<file path="config.mk">
export PLATFORM = sky130hd
export DESIGN_NAME = seg7_scan_decoder
export DESIGN_NICKNAME = d
export VERILOG_FILES = /design/src/rtl/seg7_scan_decoder.sv
export SDC_FILE = /design/constraint.sdc
export NUM_CORES = 1
export LEC_CHECK = 0
export CORE_MARGIN = 5
export CORE_UTILIZATION = 37
export CTS_CLUSTER_SIZE = 25
export DETAILED_ROUTE_END_ITERATION = 8
export REMOVE_ABC_BUFFERS = 1
export SLEW_MARGIN = 10
export SYNTH_ARGS = -nofsm -noshare
export SYNTH_HDL_FRONTEND = slang
export SYNTH_SLANG_ARGS = --single-unit
</file>
<file path="constraint.sdc">
create_clock -name clk -period 2.15 [get_ports clk]
set_input_delay 0.43 -clock clk [delete_from_list [all_inputs] [get_ports clk]]
set_output_delay 0.43 -clock clk [all_outputs]
set_load 0.01 [all_outputs]
</file>
<file path="src/rtl/seg7_scan_decoder.sv">
// seg7_scan_decoder: recovers BCD digits and the overflow lamp from a scanned 7-segment display.
// Ports: clk/rst (sync, active-high); seg_in {a..g}, seg_ovf, dig_sel (one-hot) from the display;
//        out_valid/out_ready handshake with out_bcd, out_err, out_ovf; frame_drop pulses on a lost frame.
// Latency: 1 cycle from the capture edge of the last digit to out_valid. Collection never stalls;
//          a frame completing while the output slot is held is dropped.
// Optional: define SEG7_ACTIVE_LOW_EN for common-anode boards (all inputs inverted at the input register).
module seg7_scan_decoder #(
  parameter int NUM_DIGITS    = 2,
  parameter int STABLE_CYCLES = 4
) (
  input  logic                    clk,
  input  logic                    rst,
  input  logic [6:0]              seg_in,
  input  logic                    seg_ovf,
  input  logic [NUM_DIGITS-1:0]   dig_sel,
  input  logic                    out_ready,
  output logic                    out_valid,
  output logic [4*NUM_DIGITS-1:0] out_bcd,
  output logic [NUM_DIGITS-1:0]   out_err,
  output logic                    out_ovf,
  output logic                    frame_drop
);

  // Counter runs one past the capture value and sticks there, so each dwell captures once.
  localparam int CW = $clog2(STABLE_CYCLES + 2);
  localparam logic [CW-1:0] CNT_CAP = CW'(STABLE_CYCLES);
  localparam logic [CW-1:0] CNT_SAT = CW'(STABLE_CYCLES + 1);

  typedef enum logic {SLOT_EMPTY, SLOT_FULL} slot_t;

  // ---------------- input polarity + register ----------------
  logic [6:0]            seg_pol;
  logic                  ovf_pol;
  logic [NUM_DIGITS-1:0] sel_pol;

`ifdef SEG7_ACTIVE_LOW_EN
  assign seg_pol = ~seg_in;
  assign ovf_pol = ~seg_ovf;
  assign sel_pol = ~dig_sel;
`else
  assign seg_pol = seg_in;
  assign ovf_pol = seg_ovf;
  assign sel_pol = dig_sel;
`endif

  logic [6:0]            seg_r, seg_p;
  logic [NUM_DIGITS-1:0] sel_r, sel_p;
  logic                  ovf_r;

  always_ff @(posedge clk) begin
    if (rst) begin
      seg_r <= '0;
      sel_r <= '0;
      ovf_r <= 1'b0;
      seg_p <= '0;
      sel_p <= '0;
    end else begin
      seg_r <= seg_pol;
      sel_r <= sel_pol;
      ovf_r <= ovf_pol;
      seg_p <= seg_r;
      sel_p <= sel_r;
    end
  end

  // ---------------- stability counter ----------------
  logic          onehot, same;
  logic [CW-1:0] cnt;

  assign onehot = ($countones(sel_r) == 1);
  assign same   = (seg_r == seg_p) && (sel_r == sel_p);

  always_ff @(posedge clk) begin
    if (rst)              cnt <= '0;
    else if (!onehot)     cnt <= '0;
    else if (!same)       cnt <= CW'(1);
    else if (cnt != CNT_SAT) cnt <= cnt + 1'b1;
  end

  // cnt describes the sample now held in seg_p/sel_p, so that is what gets captured.
  logic                  cap;
  logic [NUM_DIGITS-1:0] cap_vec;

  assign cap     = (cnt == CNT_CAP);
  assign cap_vec = cap ? sel_p : '0;

  // ---------------- decoder (exact match only) ----------------
  logic [3:0] dec_nib;
  logic       dec_err;

  always_comb begin
    dec_nib = 4'hF;
    dec_err = 1'b0;
    case (seg_p)
      7'b1111110: dec_nib = 4'd0;
      7'b0110000: dec_nib = 4'd1;
      7'b1101101: dec_nib = 4'd2;
      7'b1111001: dec_nib = 4'd3;
      7'b0110011: dec_nib = 4'd4;
      7'b1011011: dec_nib = 4'd5;
      7'b1011111: dec_nib = 4'd6;
      7'b1110000: dec_nib = 4'd7;
      7'b1111111: dec_nib = 4'd8;
      7'b1111011: dec_nib = 4'd9;
      default: begin
        dec_nib = 4'hF;
        dec_err = 1'b1;
      end
    endcase
  end

  // ---------------- partial frame ----------------
  logic [NUM_DIGITS-1:0]   flags, new_flags;
  logic [4*NUM_DIGITS-1:0] part_bcd, frm_bcd;
  logic [NUM_DIGITS-1:0]   part_err, frm_err;
  logic                    part_ovf, frm_ovf;
  logic                    complete, slot_free, load, drop;

  assign new_flags = flags | cap_vec;
  assign complete  = cap && (&new_flags);
  assign slot_free = !out_valid || out_ready;
  assign load      = complete && slot_free;
  assign drop      = complete && !slot_free;

  // Frame as it stands after this edge's capture, so the last digit loads straight to the output.
  always_comb begin
    frm_bcd = part_bcd;
    frm_err = part_err;
    for (int i = 0; i < NUM_DIGITS; i++) begin
      if (cap_vec[i]) begin
        frm_bcd[4*i +: 4] = dec_nib;
        frm_err[i]        = dec_err;
      end
    end
    frm_ovf = part_ovf | ovf_r;
  end

  always_ff @(posedge clk) begin
    if (rst) begin
      flags    <= '0;
      part_bcd <= '0;
      part_err <= '0;
      part_ovf <= 1'b0;
    end else begin
      part_bcd <= frm_bcd;
      part_err <= frm_err;
      if (complete) begin
        flags    <= '0;
        part_ovf <= 1'b0;
      end else begin
        flags <= new_flags;
        if (cap) part_ovf <= frm_ovf;
      end
    end
  end

  // ---------------- output slot FSM ----------------
  slot_t state_q, state_d;

  always_ff @(posedge clk) begin
    if (rst) state_q <= SLOT_EMPTY;
    else     state_q <= state_d;
  end

  always_comb begin
    state_d = state_q;
    case (state_q)
      SLOT_EMPTY: if (load) state_d = SLOT_FULL;
      SLOT_FULL: begin
        if (load)           state_d = SLOT_FULL;
        else if (out_ready) state_d = SLOT_EMPTY;
      end
      default: state_d = SLOT_EMPTY;
    endcase
  end

  always_comb begin
    out_valid = (state_q == SLOT_FULL);
  end

  always_ff @(posedge clk) begin
    if (rst) begin
      out_bcd    <= '0;
      out_err    <= '0;
      out_ovf    <= 1'b0;
      frame_drop <= 1'b0;
    end else begin
      frame_drop <= drop;
      if (load) begin
        out_bcd <= frm_bcd;
        out_err <= frm_err;
        out_ovf <= frm_ovf;
      end
    end
  end

endmodule

</file>
==> flow_summary.json <==
{
  "status": "finished clean",
  "layout.cells.non_filler": 300,
  "grt_max_degree": 25,
  "top_layer": "met4",
  "whs_ns": 0.468,
  "path_max_fanout": 4,
  "max-cap-violations": 0,
  "tightest_slew_ns": 0.536,
  "netlist.top_cell.by_area": "dfxtp_1",
  "crit_required_ns": 2.31,
  "start_util": 0.384,
  "post-cts-setup-buffer-count": 0,
  "met3_length_um": 190,
  "ant_nets": 0,
  "clk_pin_slew_ns": 0.08,
  "synth-edff-count": 0,
  "synth_xor_area_frac": 0.0529,
  "fp-row-count": 26,
  "drive_gt1_frac": 0.0913,
  "rsz0062_at_grt": "no",
  "place_inst": 293,
  "antenna_found_initial": 0,
  "p_leak_nw": 0.787,
  "h-tree-depth": 2,
  "yosysWarnings": 0,
  "maxSlewHeadroom": 0.640,
  "cts_buffers": 5,
  "wirelength_met1_mm": 1.67,
  "fmax_mhz": 555,
  "finalNetCount": 246,
  "seq_area_um2": 961,
  "fin_crit_ns": 1.80,
  "dp_slack_ns": 0.258,
  "yosysSeqAreaShare": 0.483,
  "power.density_nw_per_um2": 657,
  "cp-end-kind": "register",
  "synthAdderAreaFrac": 0.0189,
  "clk_latency_ns": 0.29,
  "ios": 26,
  "final_hold_viol_count": 0,
  "track_usage": 0.104,
  "fin_ws_ns": 0.347,
  "finalInstanceArea_um2": 2380,
  "path_cells": "inv_1, ha_1, o211ai_2, or2_1, nor4_1, a311oi_2",
  "syn_avg_cell_area_um2": 9.56,
  "syn_to_final_growth_pct": 19.9,
  "first_pass_iters": 6,
  "slew_viol_final": 0,
  "min_path_type": "register to register",
  "die_height_um": 83.3,
  "wire_per_inst_um": 11.1,
  "overflow": 0,
  "wl_mm": 3.34,
  "multiInputGateArea_um2": 943,
  "critPathKind": "register to register",
  "synth_compound_area_frac": 0.153,
  "vias_per_cell": 4.78,
  "drt_iter0_drc": 64,
  "cts-resized-gates": 0,
  "cp.arrival_ns": 1.97,
  "placed_area_um2": 2290,
  "post-route-drc-count": 0,
  "synth_ff_type": "dfxtp_1",
  "synth_area_leaders": "dfxtp_1 (48%), nor2b_1 (6.3%), nor2_1 (5.5%), xnor2_1 (4.4%), nand2_1 (2.5%)",
  "synthArstFlopShare": 0,
  "clock_skew_ns": 0.00398,
  "design.core.area_um2": 5170,
  "critPathLaunchType": "register",
  "synthMuxAreaShare": 0,
  "tns_ns": 0,
  "post-route-util": 0.461,
  "postCtsHoldBufs": 0,
  "cp_slowest_cell": "nor4_1",
  "globalplace.congestion": 0.746,
  "vdd_ir_drop_max_mv": 0.263,
  "ys_ff_latch": 48,
  "synthesis.area_um2": 1990,
  "netlist.area_leader.share": 0.483,
  "hpwl_mm": 2.47,
  "finalCritPeriodShare": 0.839,
  "fill_cells": 507,
  "syn_inst": 208,
  "clockBufferDepth": 2,
  "cts-root-buf": "clkbuf_8",
  "grt_pass1_vias": 1295,
  "synth_simple_gate_area_frac": 0.250,
  "cts_sinks": 48,
  "n_antenna_cell": 0,
  "cts_tree": "done",
  "synth.distinct_cells": 43,
  "numPortBuffers": 25,
  "die_w_um": 83.3,
  "grt_first_pass_wirelength_mm": 5.98,
  "vias": 1434,
  "total_power_mw": 1.57,
  "synth_top_family_by_area": "simple AND/OR/NAND/NOR gates",
  "max_stage_delay_ns": 0.47,
  "setup_violations": 0,
  "met2_length_mm": 1.43,
  "die-area_um2": 6940
}
## critical path: cells and delay by family, from the launching register on
family,cells,cell delay [ns]
buf+inv,1,0.07
flops,1,0.35
fa+ha+maj,1,0.20
simple gates,2,0.76
compound gates,2,0.30
## placed cells by master, fill, tap and decap left out, drive strengths merged
cell type	synthesis	routed
o21ai	3	3
nor2b	20	20
nand2	14	14
a211oi	7	7
inv	3	3
clkbuf	6	7
a21boi	1	1
o21a	2	2
nand4b	1	1
or3b	1	1
xnor2	10	10
nor2	29	29
nor4	5	5
ha	3	3
and3	2	2
o211ai	2	2
xor2	2	2
a311oi	7	7
o31ai	2	2
and2	1	1
buf	6	3
dfxtp	48	48
nand4bb	1	1
or2	1	1
nor4b	1	1
a21oi	8	8
nand4	1	1
nor3	6	6
nand3	4	4
nand3b	4	4
nand2b	1	1
a211o	3	3
a31oi	3	3
clkdlybuf4s50	0	24
## path summary, 6_finish.rpt
path | slack (ns) | end | from | cells past startpoint
setup / recovery | 0.35 | out_bcd[4]$_SDFFE_PP0P_ | cnt[0]$_SDFFE_PP0P_ | 6
hold / removal | 0.47 | part_bcd[2]$_SDFF_PP0_ | part_bcd[2]$_SDFF_PP0_ | 2
setup reg to reg | 0.35 | out_bcd[4]$_SDFFE_PP0P_ | cnt[0]$_SDFFE_PP0P_ | 6
hold reg to reg | 0.47 | part_bcd[2]$_SDFF_PP0_ | part_bcd[2]$_SDFF_PP0_ | 2
## where the power goes
part	switching [mW]	internal (mW)	leakage, nW	total [mW]
clock network	0.270	0.286	0.0503	0.557
registers	0.0198	0.906	0.391	0.926
logic	0.0335	0.0504	0.346	0.0839
total	0.323	1.24	0.787	1.57
## logic make-up (layout without fill, tap and decap cells)
logic type | after synthesis | in the layout
fa+ha+maj | 3 | 3
flops | 48 | 48
simple gates | 92 | 92
xor+xnor | 12 | 12
compound gates | 38 | 38
buf+inv | 15 | 37
## cell usage after synthesis, drive strengths merged (3+ instances only)
| cell type | n |
|---|---|
| nor2b | 20 |
| ha | 3 |
| nor3 | 6 |
| a311oi | 7 |
| nand3b | 4 |
| a31oi | 3 |
| dfxtp | 48 |
| nand3 | 4 |
| inv | 3 |
| clkbuf | 6 |
| a211o | 3 |
| nand2 | 14 |
| a211oi | 7 |
| a21oi | 8 |
| xnor2 | 10 |
| nor2 | 29 |
| o21ai | 3 |
| buf | 6 |
| nor4 | 5 |
## sequential cells by signal (all words and copies together), names as in the netlist, 3 cells and up
register	cells
cnt	3
out_bcd	8
part_bcd	8
seg_p	7
seg_r	7
## layout make-up
class | instances | area share
clock buffers | 7 | 0.0404
multi-input cells | 145 | 0.396
repair buffers | 27 | 0.120
well taps | 70 | 0.0367
inverters | 3 | 0.00472
flip-flops and latches | 48 | 0.403
## layer usage
metal	up-vias	GRT usage
li1	772	-
met1	628	0.137
met2	29	0.158
met3	5	0.0337
met4	0	0.0357
met5	-	0
Note: power is estimated with default switching activity, not from simulation.
